--- src/rtl/regfile_write_arbiter.sv ---
// Two-requester register-file write arbiter with round-robin grants and a
// background sequence that zeroes registers 1..31. All outputs are registered.
module regfile_write_arbiter (
  input  logic        Clk,
  input  logic        Reset_n,
  input  logic        ReqA,
  input  logic [4:0]  AddrA,
  input  logic [31:0] DataA,
  output logic        GntA,
  input  logic        ReqB,
  input  logic [4:0]  AddrB,
  input  logic [31:0] DataB,
  output logic        GntB,
  input  logic        ClearStart,
  output logic        ClearBusy,
  output logic        ClearDone,
  output logic [4:0]  WriteRegister,
  output logic [31:0] WriteData,
  output logic        wEnable
);

  typedef enum logic [1:0] {IDLE, WRITE, CLEAR} state_t;

  typedef struct packed {
    logic        gnt_a;
    logic        gnt_b;
    logic        we;
    logic        busy;
    logic        done;
    logic [4:0]  addr;
    logic [31:0] data;
  } out_t;

  state_t     state, state_d;
  out_t       out_q, out_d;
  logic       prio_b, prio_b_d;   // 1: B wins the next contention
  logic       pend, pend_d;
  logic [4:0] cnt, cnt_d;
  logic       pick_b;

  assign pick_b = ReqB && (!ReqA || prio_b);

  always_ff @(posedge Clk or negedge Reset_n) begin
    if (!Reset_n) begin
      state  <= IDLE;
      out_q  <= '0;
      prio_b <= 1'b0;
      pend   <= 1'b0;
      cnt    <= '0;
    end else begin
      state  <= state_d;
      out_q  <= out_d;
      prio_b <= prio_b_d;
      pend   <= pend_d;
      cnt    <= cnt_d;
    end
  end

  always_comb begin
    state_d = state;
    case (state)
      IDLE:    if (pend) state_d = CLEAR;
               else if (ReqA || ReqB) state_d = WRITE;
      WRITE:   state_d = IDLE;
      CLEAR:   if (cnt == 5'd31) state_d = IDLE;
      default: state_d = IDLE;
    endcase
  end

  // Computes the values the outputs take for the cycle after this edge.
  always_comb begin
    out_d    = '0;
    prio_b_d = prio_b;
    cnt_d    = cnt;
    pend_d   = pend | (ClearStart && state != CLEAR);
    case (state)
      IDLE: begin
        if (pend) begin
          pend_d     = 1'b0;
          cnt_d      = 5'd1;
          out_d.we   = 1'b1;
          out_d.busy = 1'b1;
          out_d.addr = 5'd1;
        end else if (ReqA || ReqB) begin
          out_d.we    = 1'b1;
          out_d.gnt_a = !pick_b;
          out_d.gnt_b = pick_b;
          out_d.addr  = pick_b ? AddrB : AddrA;
          out_d.data  = pick_b ? DataB : DataA;
          prio_b_d    = !pick_b;
        end
      end
      CLEAR: begin
        if (cnt == 5'd31) begin
          cnt_d      = '0;
          out_d.done = 1'b1;
        end else begin
          cnt_d      = cnt + 5'd1;
          out_d.we   = 1'b1;
          out_d.busy = 1'b1;
          out_d.addr = cnt + 5'd1;
        end
      end
      default: ;
    endcase
  end

  assign GntA          = out_q.gnt_a;
  assign GntB          = out_q.gnt_b;
  assign wEnable       = out_q.we;
  assign ClearBusy     = out_q.busy;
  assign ClearDone     = out_q.done;
  assign WriteRegister = out_q.addr;
  assign WriteData     = out_q.data;

endmodule

--- config.mk ---
export PLATFORM = sky130hd
export DESIGN_NAME = regfile_write_arbiter
export DESIGN_NICKNAME = d
export VERILOG_FILES = /design/src/rtl/regfile_write_arbiter.sv
export SDC_FILE = /design/constraint.sdc
export NUM_CORES = 1
export LEC_CHECK = 0
export BUFFER_PORTS_ARGS = -buffer_cell sky130_fd_sc_hd__buf_2
export CORE_ASPECT_RATIO = 0.75
export CORE_MARGIN = 2
export CORE_UTILIZATION = 47
export DETAILED_ROUTE_END_ITERATION = 8
export HOLD_SLACK_MARGIN = 0.1
export PLACE_DENSITY = 0.88
export SLEW_MARGIN = 5
export SYNTH_ARGS = -nofsm -noshare
export SYNTH_HDL_FRONTEND = slang
export SYNTH_SLANG_ARGS = --single-unit
--- constraint.sdc ---
create_clock -name Clk -period 2.6 [get_ports Clk]
set_clock_uncertainty 0.15 [all_clocks]
set_input_delay 0.13 -clock Clk [delete_from_list [all_inputs] [get_ports Clk]]
set_output_delay 0.13 -clock Clk [all_outputs]
set_load 0.01 [all_outputs]
==> results.sh <==
export IMPL_outcome="finished, final reports clean"
export IMPL_cts_sinks=51
export IMPL_place_ws_ns=0.730
export IMPL_cts_max_level=2
export IMPL_crit_fanout=40
export IMPL_coreArea_mm2=0.00439
export IMPL_portBuffers=120
export IMPL_grtUsageTotal_pct=28.7
export IMPL_synth_top_area_cell="dfrtp_1"
export IMPL_critical_path_class="flip-flop to flip-flop"
export IMPL_drv_cap=0
export IMPL_fmax_mhz=440
export IMPL_wl_um=7130
export IMPL_cts_made_buffers=5
export IMPL_arrival_ns=2.35
export IMPL_synth_cell_area_mm2=0.00211
export IMPL_worstPathRequired_ns=2.68
export IMPL_hold_violations=0
export IMPL_dp_hpwl_um=3590
export IMPL_first_global_vias=2243
export IMPL_drt_first_pass_iters=4
export IMPL_drt_initial_drc_count=127
export IMPL_rsz0062_at_grt="no"
export IMPL_via_per_inst=4.96
export IMPL_ir_drop_v=0.000483
export IMPL_netlist_area_leader_share_pct=60.4
export IMPL_fin_ws_ns=0.325
export IMPL_antenna_found_initial=0
export IMPL_ys_seq_elements=51
export IMPL_clock_path_buffers=2
export IMPL_dr_total_vias=2324
export IMPL_synthCells=217
export IMPL_grt_pass1_wl_um=10600
export IMPL_wl_per_cell_um=15.2
export IMPL_synth_seq_area_share_pct=60.4
export IMPL_worstSetupStartpointType="flip-flop"
export IMPL_initial_core_util_pct=48.1
export IMPL_yosys_warnings=0
export IMPL_leakagePower_nw=2.03
export IMPL_tns_ns=0
export IMPL_avgSynthCellArea_um2=9.73
export IMPL_grt_max_degree=52
export IMPL_root_buffer="clkbuf_8"
export IMPL_synthArstFlopShare_pct=100
export IMPL_hold_depth=3
export IMPL_whs_ns=0.102
export IMPL_synth_edf_count=0
export IMPL_grt_ovfl_total=0
export IMPL_ioPinCount=121
export IMPL_period_needed_ns=2.28
export IMPL_fin_util_pct=82.2
export IMPL_ff2ff_setup_slack_ns=0.32
export IMPL_timing_final_crit_share_pct=87.5
export IMPL_rows=21
export IMPL_setup_viol=0
export IMPL_layout_drive_gt1_share_pct=32.5
export IMPL_synth_nets=298
export IMPL_dp_cells=385
export IMPL_synth_flop_cell="dfrtp_1"
export IMPL_antenna_cells=0
export IMPL_cts_tree="built"
export IMPL_nets=492
export IMPL_post_cts_resized=0
export IMPL_ant_nets=0
export IMPL_power_density_mw_per_mm2=790
export IMPL_clk_latency_ns=0.29
export IMPL_clk_pin_slew_ns=0.09
export IMPL_tightestPinTransition_ns=1.09
export IMPL_cp_end_kind="flip-flop"
export IMPL_die_area_mm2=0.00505
export IMPL_die_w_um=81.4
export IMPL_place_congestion=0.823
export IMPL_synth_area_top_cells="dfrtp_1, nand2_1, a21oi_1"
export IMPL_drc=0
export IMPL_holdCritPathClass="input pin to flip-flop"
export IMPL_stdcell_count=469
export IMPL_reg2reg_depth=4
export IMPL_finalMaxSlewViolations=0
export IMPL_die_h_um=62.1
export IMPL_synth_cell_types=30
export IMPL_max_slew_margin_pct=27.4
export IMPL_syn2layout_area_growth_pct=70.9
==> registers in the layout, summed over array words and instances (netlist names) <==
register and cells:
ClearBusy 1, ClearDone 1, GntA 1, GntB 1, WriteData 32, WriteRegister 5, cnt 5, pend 1
prio_b 1, state 2, wEnable 1
==> critical path, stage by stage, from the launching register on <==
cell           delay (ns)
dfrtp_1              0.47
nor2_1               0.25
o211ai_4             0.40
a21oi_1              0.33
dlygate4sd3_1        0.62
==> per-stage QoR <==
stage	area [um2]	power, mW
after floorplan	2110	1.73
after global placement	2750	2.06
after detailed placement	2750	2.10
after CTS	3610	2.79
after global routing	3610	3.05
final	3610	2.85
==> where the power goes <==
group,internal (mW),leakage [nW],total (mW),switching [mW]
sequential,1.02,0.677,1.15,0.126
combinational,0.561,1.30,1.21,0.651
clock,0.243,0.0515,0.492,0.249
total,1.82,2.03,2.85,1.03
==> worst paths after layout <==
| path | from | endpoint |
|---|---|---|
| max | state[0] | WriteData[23] |
| min | ReqB | wEnable |
| max reg2reg | state[0] | WriteData[23] |
| min reg2reg | cnt[4] | cnt[4] |
| max in group asynchronous | Reset_n | WriteData[14] |
| min in group asynchronous | Reset_n | WriteData[7] |
==> final cells by class <==
class	instances	area, um2
repair buffers	199	1380
multi-input cells	147	751
inverters	7	26.3
clock buffers	8	100
well taps	57	71.3
flip-flops and latches	51	1280
fillers	248	779
==> kinds of logic (layout without fill, tap and decap cells) <==
| kind of cell | count (synthesis) | count (layout) | synth area share [%] |
|---|---|---|---|
| simple gates | 86 | 86 | 16.1 |
| mux | 5 | 5 | 2.37 |
| buf+inv | 19 | 214 | 4.80 |
| flops | 51 | 51 | 60.4 |
| xor+xnor | 3 | 3 | 1.24 |
| compound gates | 51 | 51 | 13.9 |
| fa+ha+maj | 2 | 2 | 1.18 |
==> cells in the final DEF, fill, tap and decap left out, drive strengths merged <==
cell type    instances
buf                123
dlygate4sd3         76
nand2               73
dfrtp               51
a21oi               37
clkbuf               8
inv                  7
nor2                 5
mux2i                5
o21ai                5
nand2b               3
xnor2                2
o32ai                2
ha                   2
and3                 1
o211ai               1
nor2b                1
a21boi               1
nand3                1
xor2                 1
o21a                 1
o22ai                1
and2                 1
o22a                 1
o21bai               1
o31ai                1
nor3                 1
==> synth_stat cells (all sizes together), types with 2 or more instances <==
| master | n |
|---|---|
| a21oi | 37 |
| buf | 9 |
| clkbuf | 3 |
| dfrtp | 51 |
| ha | 2 |
| inv | 7 |
| mux2i | 5 |
| nand2 | 73 |
| nand2b | 3 |
| nor2 | 5 |
| o21ai | 5 |
| o32ai | 2 |
| xnor2 | 2 |
==> per-layer routing <==
layer | share of wire [%] | vias up | global-route usage [%]
li1 | - | 1092 | -
met1 | 38 | 1116 | 33.7
met2 | 54 | 110 | 55.3
met3 | 7.5 | 6 | 5.64
met4 | 0.94 | 0 | 7.02
met5 | 0 | - | 0
==> what timing repair did <==
| item | in CTS | in global routing |
|---|---|---|
| hold buffers | 76 | 0 |
| endpoints found under the hold margin | 89 | 0 |
| buffers inserted | 0 | 0 |
(Power assumes the default switching activity.)
